`config.mk`:
```
export PLATFORM = sky130hd
export DESIGN_NAME = sram_2168_ctl
export DESIGN_NICKNAME = d
export VERILOG_FILES = /design/src/rtl/sram_2168_ctl.sv
export SDC_FILE = /design/constraint.sdc
export NUM_CORES = 1
export LEC_CHECK = 0
export CORE_MARGIN = 4
export CORE_UTILIZATION = 24
export CTS_CLUSTER_DIAMETER = 100
export DETAILED_ROUTE_END_ITERATION = 10
export MAX_ROUTING_LAYER = met4
export PLACE_DENSITY_LB_ADDON = 0.2
export SYNTH_ARGS = -nofsm -noshare
export SYNTH_HDL_FRONTEND = slang
export SYNTH_SLANG_ARGS = --single-unit
```
`constraint.sdc`:
```
create_clock -name clk -period 2 [get_ports clk]
set_input_delay 0.6 -clock clk [delete_from_list [all_inputs] [get_ports clk]]
set_output_delay 0.6 -clock clk [all_outputs]
set_load 0.03 [all_outputs]
```
`src/rtl/sram_2168_ctl.sv`:
```
// Single-word req/ack controller for a 4K x 16 bank of 2168 SRAMs (two byte lanes).
// Sequences A/CE_n/WE_n/data-enable with all SRAM-side outputs registered.
module sram_2168_ctl #(
   parameter int ADDR_W   = 12,
   parameter int DATA_W   = 16,
   parameter int RD_WAIT  = 2,
   parameter int WR_SETUP = 1,
   parameter int WR_PULSE = 2,
   parameter int WR_HOLD  = 1
) (
   input  logic              clk,
   input  logic              reset,
   input  logic              req,
   input  logic              we,
   input  logic [ADDR_W-1:0] addr,
   input  logic [1:0]        be,
   input  logic [DATA_W-1:0] wdata,
   output logic [DATA_W-1:0] rdata,
   output logic              ack,
   output logic              busy,
   output logic [ADDR_W-1:0] sram_a,
   output logic              sram_ce_n,
   output logic [1:0]        sram_we_n,
   output logic [DATA_W-1:0] sram_d_out,
   output logic              sram_d_oe,
   input  logic [DATA_W-1:0] sram_d_in
);

   localparam logic [2:0] S_IDLE = 3'd0;
   localparam logic [2:0] S_RD   = 3'd1;
   localparam logic [2:0] S_WSU  = 3'd2;
   localparam logic [2:0] S_WPL  = 3'd3;
   localparam logic [2:0] S_WHD  = 3'd4;
   localparam logic [2:0] S_ACK  = 3'd5;

   localparam logic [3:0] RD_CNT    = 4'(RD_WAIT);
   localparam logic [3:0] SETUP_CNT = 4'(WR_SETUP - 1);
   localparam logic [3:0] PULSE_CNT = 4'(WR_PULSE - 1);
   localparam logic [3:0] HOLD_CNT  = 4'((WR_HOLD > 0) ? (WR_HOLD - 1) : 0);

   logic [2:0] state;
   logic [3:0] cnt;
   logic [1:0] be_q;

   assign busy = (state != S_IDLE);

   // Address and write data are loaded only on acceptance, so they stay frozen
   // for the whole WE_n-low window where the 2168 would latch any change.
   always_ff @(posedge clk or posedge reset) begin
      if (reset) begin
         state      <= S_IDLE;
         cnt        <= 4'd0;
         be_q       <= 2'b00;
         ack        <= 1'b0;
         rdata      <= '0;
         sram_a     <= '0;
         sram_ce_n  <= 1'b1;
         sram_we_n  <= 2'b11;
         sram_d_out <= '0;
         sram_d_oe  <= 1'b0;
      end else begin
         ack <= 1'b0;
         case (state)
            S_IDLE: begin
               if (req) begin
                  sram_a     <= addr;
                  sram_d_out <= wdata;
                  be_q       <= be;
                  sram_ce_n  <= 1'b0;
                  if (we) begin
                     state     <= S_WSU;
                     cnt       <= SETUP_CNT;
                     sram_d_oe <= 1'b1;
                  end else begin
                     state <= S_RD;
                     cnt   <= RD_CNT;
                  end
               end
            end
            S_RD: begin
               if (cnt == 4'd0) begin
                  rdata     <= sram_d_in;
                  sram_ce_n <= 1'b1;
                  ack       <= 1'b1;
                  state     <= S_ACK;
               end else begin
                  cnt <= cnt - 4'd1;
               end
            end
            S_WSU: begin
               if (cnt == 4'd0) begin
                  sram_we_n <= ~be_q;
                  cnt       <= PULSE_CNT;
                  state     <= S_WPL;
               end else begin
                  cnt <= cnt - 4'd1;
               end
            end
            S_WPL: begin
               if (cnt == 4'd0) begin
                  sram_we_n <= 2'b11;
                  if (WR_HOLD == 0) begin
                     sram_ce_n <= 1'b1;
                     sram_d_oe <= 1'b0;
                     ack       <= 1'b1;
                     state     <= S_ACK;
                  end else begin
                     cnt   <= HOLD_CNT;
                     state <= S_WHD;
                  end
               end else begin
                  cnt <= cnt - 4'd1;
               end
            end
            S_WHD: begin
               if (cnt == 4'd0) begin
                  sram_ce_n <= 1'b1;
                  sram_d_oe <= 1'b0;
                  ack       <= 1'b1;
                  state     <= S_ACK;
               end else begin
                  cnt <= cnt - 4'd1;
               end
            end
            S_ACK: begin
               state <= S_IDLE;
            end
            default: begin
               state <= S_IDLE;
            end
         endcase
      end
   end

endmodule

```
# Word level (Yosys, flattened, before mapping)
# Cells that the tools add are included.
# totals
elab_cells	62
out_inout_bits	50
regBits	58
inputBits	50
# op_classes
n_reduce_logical	15
n_addsub	1
mux	24
bitwise	1
n_eq_ne	11
# ops
op	n
4-bit 2-to-1 mux	4
4-bit one-hot mux with 4 select lines	1
3-bit 2-to-1 mux	4
2-bit inequality test (second input constant)	6
3-bit one-hot mux with 4 select lines	1
3-bit AND reduction	3
2-bit 2-to-1 mux	4
4-bit AND reduction	2
1-bit 2-to-1 mux	7
3-bit by 2-bit == test with 1-bit output (second input constant)	2
2-bit nonzero test	3
4-bit logical NOT	1
1-bit one-hot mux with 2 select lines	2
2-bit one-hot mux with 2 select lines	1
2-bit AND reduction	2
4-bit nonzero test	1
4-bit by 1-bit subtractor with 4-bit output (second input constant)	1
3-bit by 1-bit == test with 1-bit output (second input constant)	1
3-bit == test (second input constant)	1
3-bit logical NOT	1
3-bit nonzero test	1
2-bit by 1-bit inequality test with 1-bit output (second input constant)	1
2-bit NOT	1
2-bit OR reduction	1

# Depth between registers and ports, before layout
# Gate-level depths: netlist of run 1.
# logic_depth
word_depth	4
mapped_depth	7
ltp_nobuf	6

# Least setup slack after synthesis of run 1
# Ideal clock, no wire load.
# synth_path
path_type	register -> register
startpoint	register cnt[0]
endpoint	register rdata[0]
required_ns	1.875
stages_incl_launch_ff	8
n_path_buf	2
setup_slack_ns	-0.052
synth_period_minus_slack_ns	2.052
setup_time_ns	0.125
arrival_ns	1.927
cell_sequence	dfrtp_1 inv_1 ha_1 or3b_4 or3_1 buf_6 buf_12 mux2_4
# synth_via
elab_chain_cells	2
# synth_lines
item	line_no	rtl
start: declaration	42	logic [3:0] cnt;
start signal: assignment	87	cnt <= cnt - 4'd1;
start signal: assignment	96	cnt <= cnt - 4'd1;
start signal: assignment	112	cnt <= cnt - 4'd1;
4-bit logical NOT	81	if (cnt == 4'd0) begin
2-bit AND reduction (no line)	--	
end signal: assignment	82	rdata <= sram_d_in;
end: declaration	18	output logic [DATA_W-1:0] rdata,
# Every way passes these cells.
# A chain may end at the register's enable or synchronous reset.

# Final worst setup path of run 1
# layout_path
startpoint	register cnt[1]
endpoint	register rdata[1]
# Same word-level chain as after synthesis.

==> metrics.md, run 1 <==
| Metric | Value |
|---|---|
| Placer's final routability congestion estimate | 0.766 |
| Input/output buffers | 99 |
| Area occupied by multi-input gates | 992 µm² |
| Leak | between 2 and 2.5 nW |
| Worst endpoint required time | 2.22 ns |
| Critical Path AT | approximately 2.2 ns |
| Worst stage delay on the critical path | 0.41 ns |
| Actual slew at the worst max-slew pin | 0.436 ns |
| Htree depth | 3 |
| First-pass GRT wire length | approximately 11000 µm |
| Worst Setup Path Type | register to register |
| Area Overhead vs Synth | 63.4% |
| Count of cell types in the netlist | 38 |
| Hold Vio Cnt, Final | 0 |
| Hold Crit Class | register to register |
| CTS Hold Bufs | 0 |
| Chip height | 111 µm |
| Initial Util | 24.6% |
| Post-layout util | 40.2% |
| Synthesized area | ~0.0025 mm² |
| CORE AREA | 0.0103 mm² |
| Status | completed |
| Fin crit period | ~2 ns |
| Clock Sinks | 58 |
| DRC violations left | 0 |
| Worst path cell trace | inv_2, ha_4, or3b_4, or3_4, clkbuf_16, mux2_4 |
| Vias | 1916 |
| Average size of a mapped cell | 13.3 µm² |
| Worst Skew | between 0.006 and 0.007 ns |
| Clock Pin Slew Worst Setup and Hold Paths | about 0.07 ns |
| Layout cell share with drive strength beyond 1 | 31.3% |
| Final setup vio count | 0 |
| Register area | 0.00146 mm² |
| CTS buffer count | 9 |
| Async SR Flop Fraction | 100% |
| Crit path max-delay family | simple AND/OR/NAND/NOR gates |
| Wire per inst | between 10 and 15 µm |
| Most frequent cells in the layout | clkdlybuf4s50_1 (62), dfrtp_1 (53), mux2_2 (36) |
| Max Cap Viol | 0 |
| Post-Route WL | 6400 µm |
| DPL Wire Length | 4540 µm |
| # IOs | 100 |
| Post-Synthesis Cells | 190 |
| Dominant synthesized flop cell | dfrtp_1 |
| Critical Path End Type | register |
| Crit path launch type | register |
| Sequential area share after synthesis | 57.5% |
| Die width | 111 µm |
| CP max stage cell | or3_4 |
| Total track usage | 10.9% |
| Pre-antenna DRT Iters | 3 |
| Synth Warn # | 0 |
| Clock Latency Late Sink | ~0.33 ns |
| CTS tree | built |
| Grt ovf | 0 |
| Final ANT Viol Nets | 0 |
| Post-synthesis net count | approximately 240 |
| Largest net degree at the start of global routing | 32 |
| Pwr per Cell Area | around 1800 mW/mm² |
| Max Transition Viols Final | 0 |
| Fillers | 1030 |
| CP max FO | 8 |
| Core Rows | 37 |
| Root buffer cell | clkbuf_8 |
| First DRT Iteration DRCs | 50 |
| Crit path buf inv count | 2 |
| Fmax | a little over 0.5 GHz |
| Hold WS | ~0.48 ns |
| Final nets | roughly 360 |
| Post-synth EDFFs | 0 |
| Fin crit share | a little over nine tenths |
| Worst slew margin | 70.9% |
| Max VDD drop | approximately 0.00067 V |
| Vias per cell | 4.24 |
| Synthesized flop and latch total | between 50 and 60 |
| Maximum clock path buffer count | 2 |
| Power, Total | 0.00731 W |
| Commonest non-fill, non-tap cell in the layout | clkdlybuf4s50_1 |
| RSZ-0062 raised after global routing | true |
| Ant diodes | 0 |
| Number of global-route vias before repair | 2051 |
| Initial antenna violation count | 0 |
| Total die area | 0.0123 mm² |
==> cell usage after synthesis (2+ instances only) <==
cell | count | area (µm²)
buf_2 | 3 | 15.0
or3_1 | 3 | 18.8
nor4_1 | 2 | 12.5
nor3_1 | 4 | 20.0
buf_6 | 2 | 22.5
mux2_4 | 10 | 150
mux2_2 | 36 | 405
nor2_1 | 4 | 15.0
o21bai_1 | 2 | 15.0
ha_1 | 2 | 25.0
dfstp_2 | 3 | 78.8
dfrtp_1 | 55 | 1380
inv_1 | 6 | 22.5
o21ai_0 | 12 | 60.1
nor2b_1 | 2 | 12.5
nand2_1 | 10 | 37.5
clkbuf_1 | 7 | 26.3
a21oi_1 | 7 | 35.0
==> cells by family (layout without fill, tap and decap cells) <==
| family | after synthesis | after routing | synth area share [%] |
|---|---|---|---|
| DFF | 58 | 58 | 57.5 |
| muxes | 46 | 46 | 21.9 |
| AOI/OAI and AO/OA | 32 | 32 | 8.11 |
| and+or+nand+nor | 31 | 31 | 6.57 |
| buffers and inverters | 19 | 145 | 4.20 |
| adders and majority gates | 2 | 2 | 0.988 |
| xor gates and xnor gates | 2 | 2 | 0.692 |
==> worst register-to-register path: cells and delay by family, from the launching register on <==
family	cells	cell delay (ns)
simple gates	2	0.78
fa+ha+maj	1	0.13
flops	1	0.39
buf+inv	2	0.27
mux	1	0.29
==> layout make-up <==
cell class                      count  share of cell area [%]
Clock buffer                       10                    3.09
Clock inverter                      6                    1.39
Tap cell                          136                    4.11
Inverter                            6                   0.635
Timing Repair Buffer              123                    31.5
Sequential cell                    58                    35.2
Multi-Input combinational cell    113                    24.0
==> routing by layer <==
layer	vias up	routed length, µm	global-route usage, %	part of all wire, %
met5	-	0	-	0
met4	0	45	3.04	0.70
met3	8	423	4.42	6.6
met2	67	3040	16.4	48
met1	930	2880	13.6	45
li1	911	-	-	-
==> state kept, by name (all words and copies together), names as in the netlist <==
name	flops
rdata	16
state	3
be_q	2
cnt	4
sram_d_out	16
ack	1
sram_ce_n	1
sram_a	12
sram_d_oe	1
sram_we_n	2
==> repair_timing <==
item / 4_1_cts / 5_1_grt
setup endpoints to repair: 7 / 49
setup buffers: 1 / 1
resized for setup: 9 / 34
pin swaps: 0 / 2
gates cloned: 0 / 1
==> through the flow <==
step | cells | TNS [ns] | setup slack [ns] | instance area (µm²)
2_1_floorplan | 190 | 0 | 0.00371 | 2530
3_3_place_gp | 433 | 0 | 0.0100 | 3820
3_5_place_dp | 433 | -0.107 | -0.00982 | 3820
4_1_cts | 450 | 0 | 0.000898 | 4010
5_1_grt | 452 | -0.134 | -0.0220 | 4140
6_report | 452 | 0 | 0.0265 | 4140
==> where the power goes <==
| part | internal [W] | leakage [nW] | switching [W] |
|---|---|---|---|
| clock | 0.000566 | 0.0958 | 0.000464 |
| sequential | 0.00180 | 0.683 | 0.000297 |
| combinational | 0.00205 | 1.23 | 0.00214 |
==> path summary, 6_finish.rpt <==
check                        startpoint           end  slack (ns)  cells after the start
setup / recovery                 cnt[1]      rdata[1]        0.03                      6
hold / removal             sram_we_n[0]  sram_we_n[0]        0.48                      2
setup reg to reg                 cnt[1]      rdata[1]        0.03                      6
hold reg to reg            sram_we_n[0]  sram_we_n[0]        0.48                      2
max in group asynchronous         reset  sram_we_n[1]        0.87                      3
min in group asynchronous         reset      rdata[5]        0.63                      2
No activity file was read; power rests on OpenSTA's default activity.
==> inputs of run 2 (changes only) <==
- CORE_ASPECT_RATIO: not set -> 1.75
- CTS_CLUSTER_DIAMETER: 100 -> 60
==> run 2 against run 1 <==
Global-route usage increased by 1.2 points. Core utilization shrank 0.26 points. Largest cell class unchanged. Sequential power is essentially flat. Sequential share of layout area up 0.089 points. Total power rose by 7.0%. Non-clock buffer count down 6. Setup slack gained 0.016 ns. Via count is 0.10% lower. Highest routed layer unchanged. Cell area decreased by 0.42%. Count of clock-buffer cells in the layout rose by 2. Hold slack lost 0.0054 ns.
==> metrics.md, run 2 (same netlist as run 1, synthesis figures left out) <==
| Metric | Value |
|---|---|
| Largest net degree at the start of global routing | 59 |
| CORE AREA | 0.0103 mm² |
| Clock Pin Slew Worst Setup and Hold Paths | 0.05 ns |
| Final ANT Viol Nets | 0 |
| Final setup vio count | 0 |
| RSZ-0062 raised after global routing | false |
| CTS buffer count | 9 |
| Pre-CTS setup slack | -0.000297 ns |
| R2r worst-path depth | 6 |
| Input/output buffers | 99 |
| Commonest non-fill, non-tap cell in the layout | clkdlybuf4s50_1 |
| Ant diodes | 0 |
| Total track usage | 12.1% |
| Wire per inst | 15.4 µm |
| Largest registers | rdata: 16 flops, sram_d_out: 16 flops, sram_a: 12 flops |
| Area Overhead vs Synth | 62.7% |
| PnR worst setup slack | ~0.043 ns |
| Max Transition Viols Final | 0 |
| Hold Vio Cnt, Final | 0 |
| Grt ovf | 0 |
| Root buffer cell | clkbuf_16 |
| Hold_sp | sram_ce_n |
| Crit path buf inv count | 1 |
| Maximum clock path buffer count | 2 |
| Hold path cells | 2 |
| Vias per cell | between 4 and 5 |
| Reg2reg start | cnt[0] |
| First-pass GRT wire length | ~11000 µm |
| Critical Path AT | 1.36 ns |
| Fin crit share | 97.9% |
| Crit path launch type | register |
| Area occupied by multi-input gates | 992 µm² |
| Clock Sinks | 58 |
| Logic gate share of total power | between 50% and 60% |
| Layout cell share with drive strength beyond 1 | 29.4% |
| Chip height | 144 µm |
| Worst Setup Path Type | register to primary output |
| Worst Skew | 0.00595 ns |
| Worst path cell trace | clkdlybuf4s50_1 |
| Max Cap Viol | 0 |
| Most frequent cells in the layout | clkdlybuf4s50_1 (84), dfrtp_1 (55), mux2_2 (36) |
| Die width | 85.6 µm |
| Worst stage delay on the critical path | around 0.7 ns |
| Actual slew at the worst max-slew pin | between 0.3 and 0.4 ns |
| Pre-antenna DRT Iters | 4 |
| Final nets | ~360 |
| Initial antenna violation count | 0 |
| # IOs | 100 |
| Hold Crit Class | register to register |
| Max VDD drop | 0.00116 V |
| Post-CTS setup buffer count | 0 |
| Register area | 0.00146 mm² |
| CP max stage cell | clkdlybuf4s50_1 |
| Leak | 1.82 nW |
| DRC violations left | 0 |
| Fin crit period | 1.96 ns |
| First DRT Iteration DRCs | 76 |
| Detail Route met2 WL | 3890 µm |
| M1 wire length | 2400 µm |
| Met3 WL | 302 µm |
| Pint | roughly 0.0048 W |
| Post-Route WL | 6740 µm |
| Critical Path End Type | primary output |
| Core Rows | 49 |
| Clock power share | between 10% and 20% |
| Number of global-route vias before repair | 2118 |
| Total die area | 0.0123 mm² |
| Status | completed |
| Switching power total | roughly 0.0030 W |
| Clock Latency Late Sink | 0.33 ns |
| Hold WS | 0.473 ns |
| CP max FO | 2 |
| Top Layer Used | met4 |
| Vias | 1914 |
| Placer's final routability congestion estimate | about 0.73 |
| Critical path depth | 1 |
| Initial Util | between 20% and 30% |
| Fillers | about 1100 |
| Htree depth | 3 |
| Crit path max-delay family | buffers and inverters |
| Fmax | about 0.51 GHz |
| Worst endpoint required time | around 1.4 ns |
| Sequential share of power | 26.7% |
| CP Launch Point | rdata[1] |
| CTS tree | built |
| Pwr per Cell Area | ~1900 mW/mm² |
| Sw frac | 38.1% |
| DPL Wire Length | 4880 µm |
| Worst slew margin | 75.4% |
==> run 2: worst min-delay path, cell delays in order (launching register included) <==
cell	delay, ns
dfstp_2	0.36
inv_1	0.04
o21bai_1	0.06
==> run 2: worst paths after layout <==
kind                             end  slack, ns
setup / recovery            rdata[1]       0.04
hold / removal             sram_ce_n       0.47
min in group asynchronous  sram_a[6]       0.71
setup reg to reg            rdata[0]       0.07
hold reg to reg            sram_ce_n       0.47
max in group asynchronous  sram_ce_n       0.99
==> run 2: layout make-up <==
| cell class | count | area share, % |
|---|---|---|
| clock buffers | 12 | 6.23 |
| clock inverters | 4 | 1.22 |
| inverters | 6 | 0.638 |
| multi-input cells | 113 | 24.1 |
| flip-flops and latches | 58 | 35.3 |
| well taps | 127 | 3.86 |
| repair buffers | 117 | 28.6 |
==> run 2: metal layers <==
| metal | vias to the layer above | GRT usage, % |
|---|---|---|
| met5 | - | - |
| met1 | 938 | 11.5 |
| met4 | 0 | 5.50 |
| met3 | 11 | 3.50 |
| li1 | 907 | - |
| met2 | 58 | 22.3 |
==> run 2: metrics by stage <==
| stage | cells | area (µm²) | util [%] | total power [W] | TNS (ns) |
|---|---|---|---|---|---|
| 5_1_grt | 437 | 4120 | 40.0 | 0.00831 | 0 |
| 3_3_place_gp | 421 | 3770 | 36.6 | 0.00631 | 0 |
| 6_report | 437 | 4120 | 40.0 | 0.00783 | 0 |
| 3_5_place_dp | 421 | 3770 | 36.6 | 0.00636 | -0.000297 |
| 2_1_floorplan | 190 | 2530 | - | 0.00470 | 0 |
| 4_1_cts | 437 | 4080 | 39.6 | 0.00796 | -0.0266 |
==> run 2: power by group through the flow <==
stage | logic (W) | registers (W) | clock network (W)
floorplan | 0.00161 | 0.00308 | 0
global placement | 0.00421 | 0.00210 | 0
detailed placement | 0.00425 | 0.00211 | 0
CTS | 0.00425 | 0.00210 | 0.00161
global route | 0.00447 | 0.00219 | 0.00165
finish | 0.00419 | 0.00209 | 0.00155
==> run 2: repair_timing <==
| item | in CTS | in global routing |
|---|---|---|
| hold buffers | 0 | 0 |
| resized for setup | 8 | 16 |
| endpoints found under the setup margin | 11 | 30 |
==> inputs of run 3 (changes only) <==
--- a/constraint.sdc
+++ b/constraint.sdc
@@ -3,2 +3,2 @@
 set_output_delay 0.6 -clock clk [all_outputs]
-set_load 0.03 [all_outputs]
+set_load 0.01 [all_outputs]
==> run 3 against run 2 <==
Core utilization up 0.49 points. Global-route usage up 0.27 points. Setup slack worse by 0.021 ns. Largest cell class unchanged. Highest routed layer unchanged.
==> metrics.md, run 3 (same netlist as run 1, synthesis figures left out) <==
| Metric | Value |
|---|---|
| Fin crit share | a little over nine tenths |
| Hold Vio Cnt, Final | 0 |
| Status | completed |
| Setup TNS | 0 ns |
| Final ANT Viol Nets | 0 |
| Worst Setup Path Type | register to register |
| Htree depth | 3 |
| M3 GR Usage | 3.84% |
| Total track usage | 12.4% |
| Clock Latency Late Sink | between 0.3 and 0.4 ns |
| Critical Path End Type | register |
| Crit path launch type | register |
| Layout cell share with drive strength beyond 1 | 30.3% |
| Met1 usage | 11.9% |
| Core Rows | 49 |
| Chip height | 144 µm |
| Grt ovf | 0 |
| Vias | 1934 |
| CP max FO | 8 |
| Most frequent cells in the layout | clkdlybuf4s50_1 (95), dfrtp_1 (55), mux2_2 (36) |
| Fin crit period | around 2.0 ns |
| Reg2reg start | cnt[1] |
| Worst slew margin | between 70% and 80% |
| Worst stage delay on the critical path | a little over 0.4 ns |
| Wire per inst | 15.7 µm |
| Total die area | around 0.012 mm² |
| Root buffer cell | clkbuf_16 |
| Worst path cell trace | inv_2, ha_4, or3b_4, or3_4, clkbuf_16, mux2_4 |
| CP Launch Point | cnt[1] |
| Max Transition Viols Final | 0 |
| Number of global-route vias before repair | 2091 |
| Maximum clock path buffer count | 2 |
| Post-Route WL | about 6900 µm |
| Largest registers | rdata: 16 flops, sram_d_out: 16 flops, sram_a: 12 flops |
| Fmax | 0.506 GHz |
| Largest net degree at the start of global routing | 32 |
| GRT met2 Usage | 22.2% |
| Placed cell count | about 420 |
| Pre-antenna DRT Iters | 4 |
| RSZ-0062 raised after global routing | true |
| First DRT Iteration DRCs | approximately 170 |
| Actual slew at the worst max-slew pin | 0.400 ns |
| Die width | 85.6 µm |
| CP max stage cell | or3_4 |
| Final nets | 361 |
| Final setup vio count | 0 |
| Max VDD drop | about 0.00066 V |
| Hold_sp | sram_ce_n |
| Commonest non-fill, non-tap cell in the layout | clkdlybuf4s50_1 |
| Clock Pin Slew Worst Setup and Hold Paths | 0.05 ns |
| Area Overhead vs Synth | 64.7% |
| First-pass GRT wire length | 11000 µm |
| Hold Crit Class | register to register |
| DRC violations left | 0 |
| Clock Sinks | 58 |
| Busiest layer in global routing | met2 |
| Post-route insts no fill | between 400 and 500 |
| Crit path max-delay family | simple AND/OR/NAND/NOR gates |
| Initial Util | 24.6% |
| Max Cap Viol | 0 |
| Vias per cell | approximately 4.4 |
| Worst Skew | 0.00456 ns |
| Hold WS | ~0.47 ns |
| Pwr per Cell Area | 1740 mW/mm² |
| CTS buffer count | 9 |
| Ant diodes | 0 |
| Crit path buf inv count | 2 |
| Initial antenna violation count | 0 |
| Input/output buffers | between 90 and 100 |
| CTS tree | built |
| DPL Wire Length | 5030 µm |
| CTS Hold Bufs | 0 |
| Worst endpoint required time | 2.21 ns |
| Placer's final routability congestion estimate | 0.728 |
| # IOs | 100 |
| Leak | between 1.5 and 2 nW |
| CORE AREA | 0.0103 mm² |
| Critical Path AT | 2.19 ns |
==> run 3: what timing repair did <==
| item | in CTS | in global routing |
|---|---|---|
| resized for setup | 8 | 3 |
| gates cloned | 0 | 1 |
| setup endpoints to repair | 16 | 11 |
| setup buffers | 0 | 3 |
| pin swaps | 0 | 2 |
==> run 3: metal layers <==
metal  part of all wire (%)  vias to the layer above
met1                     36                      953
met4                    2.2                        0
met2                     57                       62
met5                      0                        -
li1                       -                      910
met3                    4.4                        9
==> run 3: worst paths after layout <==
| kind | endpoint | slack (ns) | depth (start not counted) |
|---|---|---|---|
| min in group asynchronous | sram_d_out[4] | 0.62 | 2 |
| worst min register to register | sram_ce_n | 0.47 | 2 |
| max in group asynchronous | sram_ce_n | 0.86 | 3 |
| worst min-delay path | sram_ce_n | 0.47 | 2 |
| worst max register to register | rdata[2] | 0.02 | 6 |
| worst max-delay path | rdata[2] | 0.02 | 6 |
==> run 3: area by class of cell <==
| type | count | area (µm²) |
|---|---|---|
| timing repair buffer | 121 | 1210 |
| clock inverter | 5 | 77.6 |
| tap | 127 | 159 |
| multi-input combinational | 113 | 992 |
| clock buffer | 11 | 243 |
| fill | 1016 | 6130 |
| inverter | 6 | 26.3 |
| sequential | 58 | 1460 |
==> run 3: worst register-to-register path, delay by kind of cell, from the launching register on <==
family / cells / cell delay, ns
simple gates: 2 / 0.78
flops: 1 / 0.38
mux: 1 / 0.29
buf+inv: 2 / 0.27
fa+ha+maj: 1 / 0.13
==> run 3: power breakdown <==
part | switching [W] | internal (W)
logic | 0.00140 | 0.00211
clock network | 0.000529 | 0.00112
registers | 0.000294 | 0.00180
==> run 3: metrics by stage <==
stage / utilization (%) / instance area, µm² / total power [W] / setup slack (ns)
after global routing: 40.5 / 4170 / 0.00773 / -0.0215
final: 40.5 / 4170 / 0.00724 / 0.0220
after detailed placement: 36.8 / 3790 / 0.00557 / -0.0210
after floorplan: - / 2530 / 0.00392 / 0.00371
after global placement: 36.8 / 3790 / 0.00552 / -0.0246
after CTS: 40.0 / 4120 / 0.00728 / 0.00287
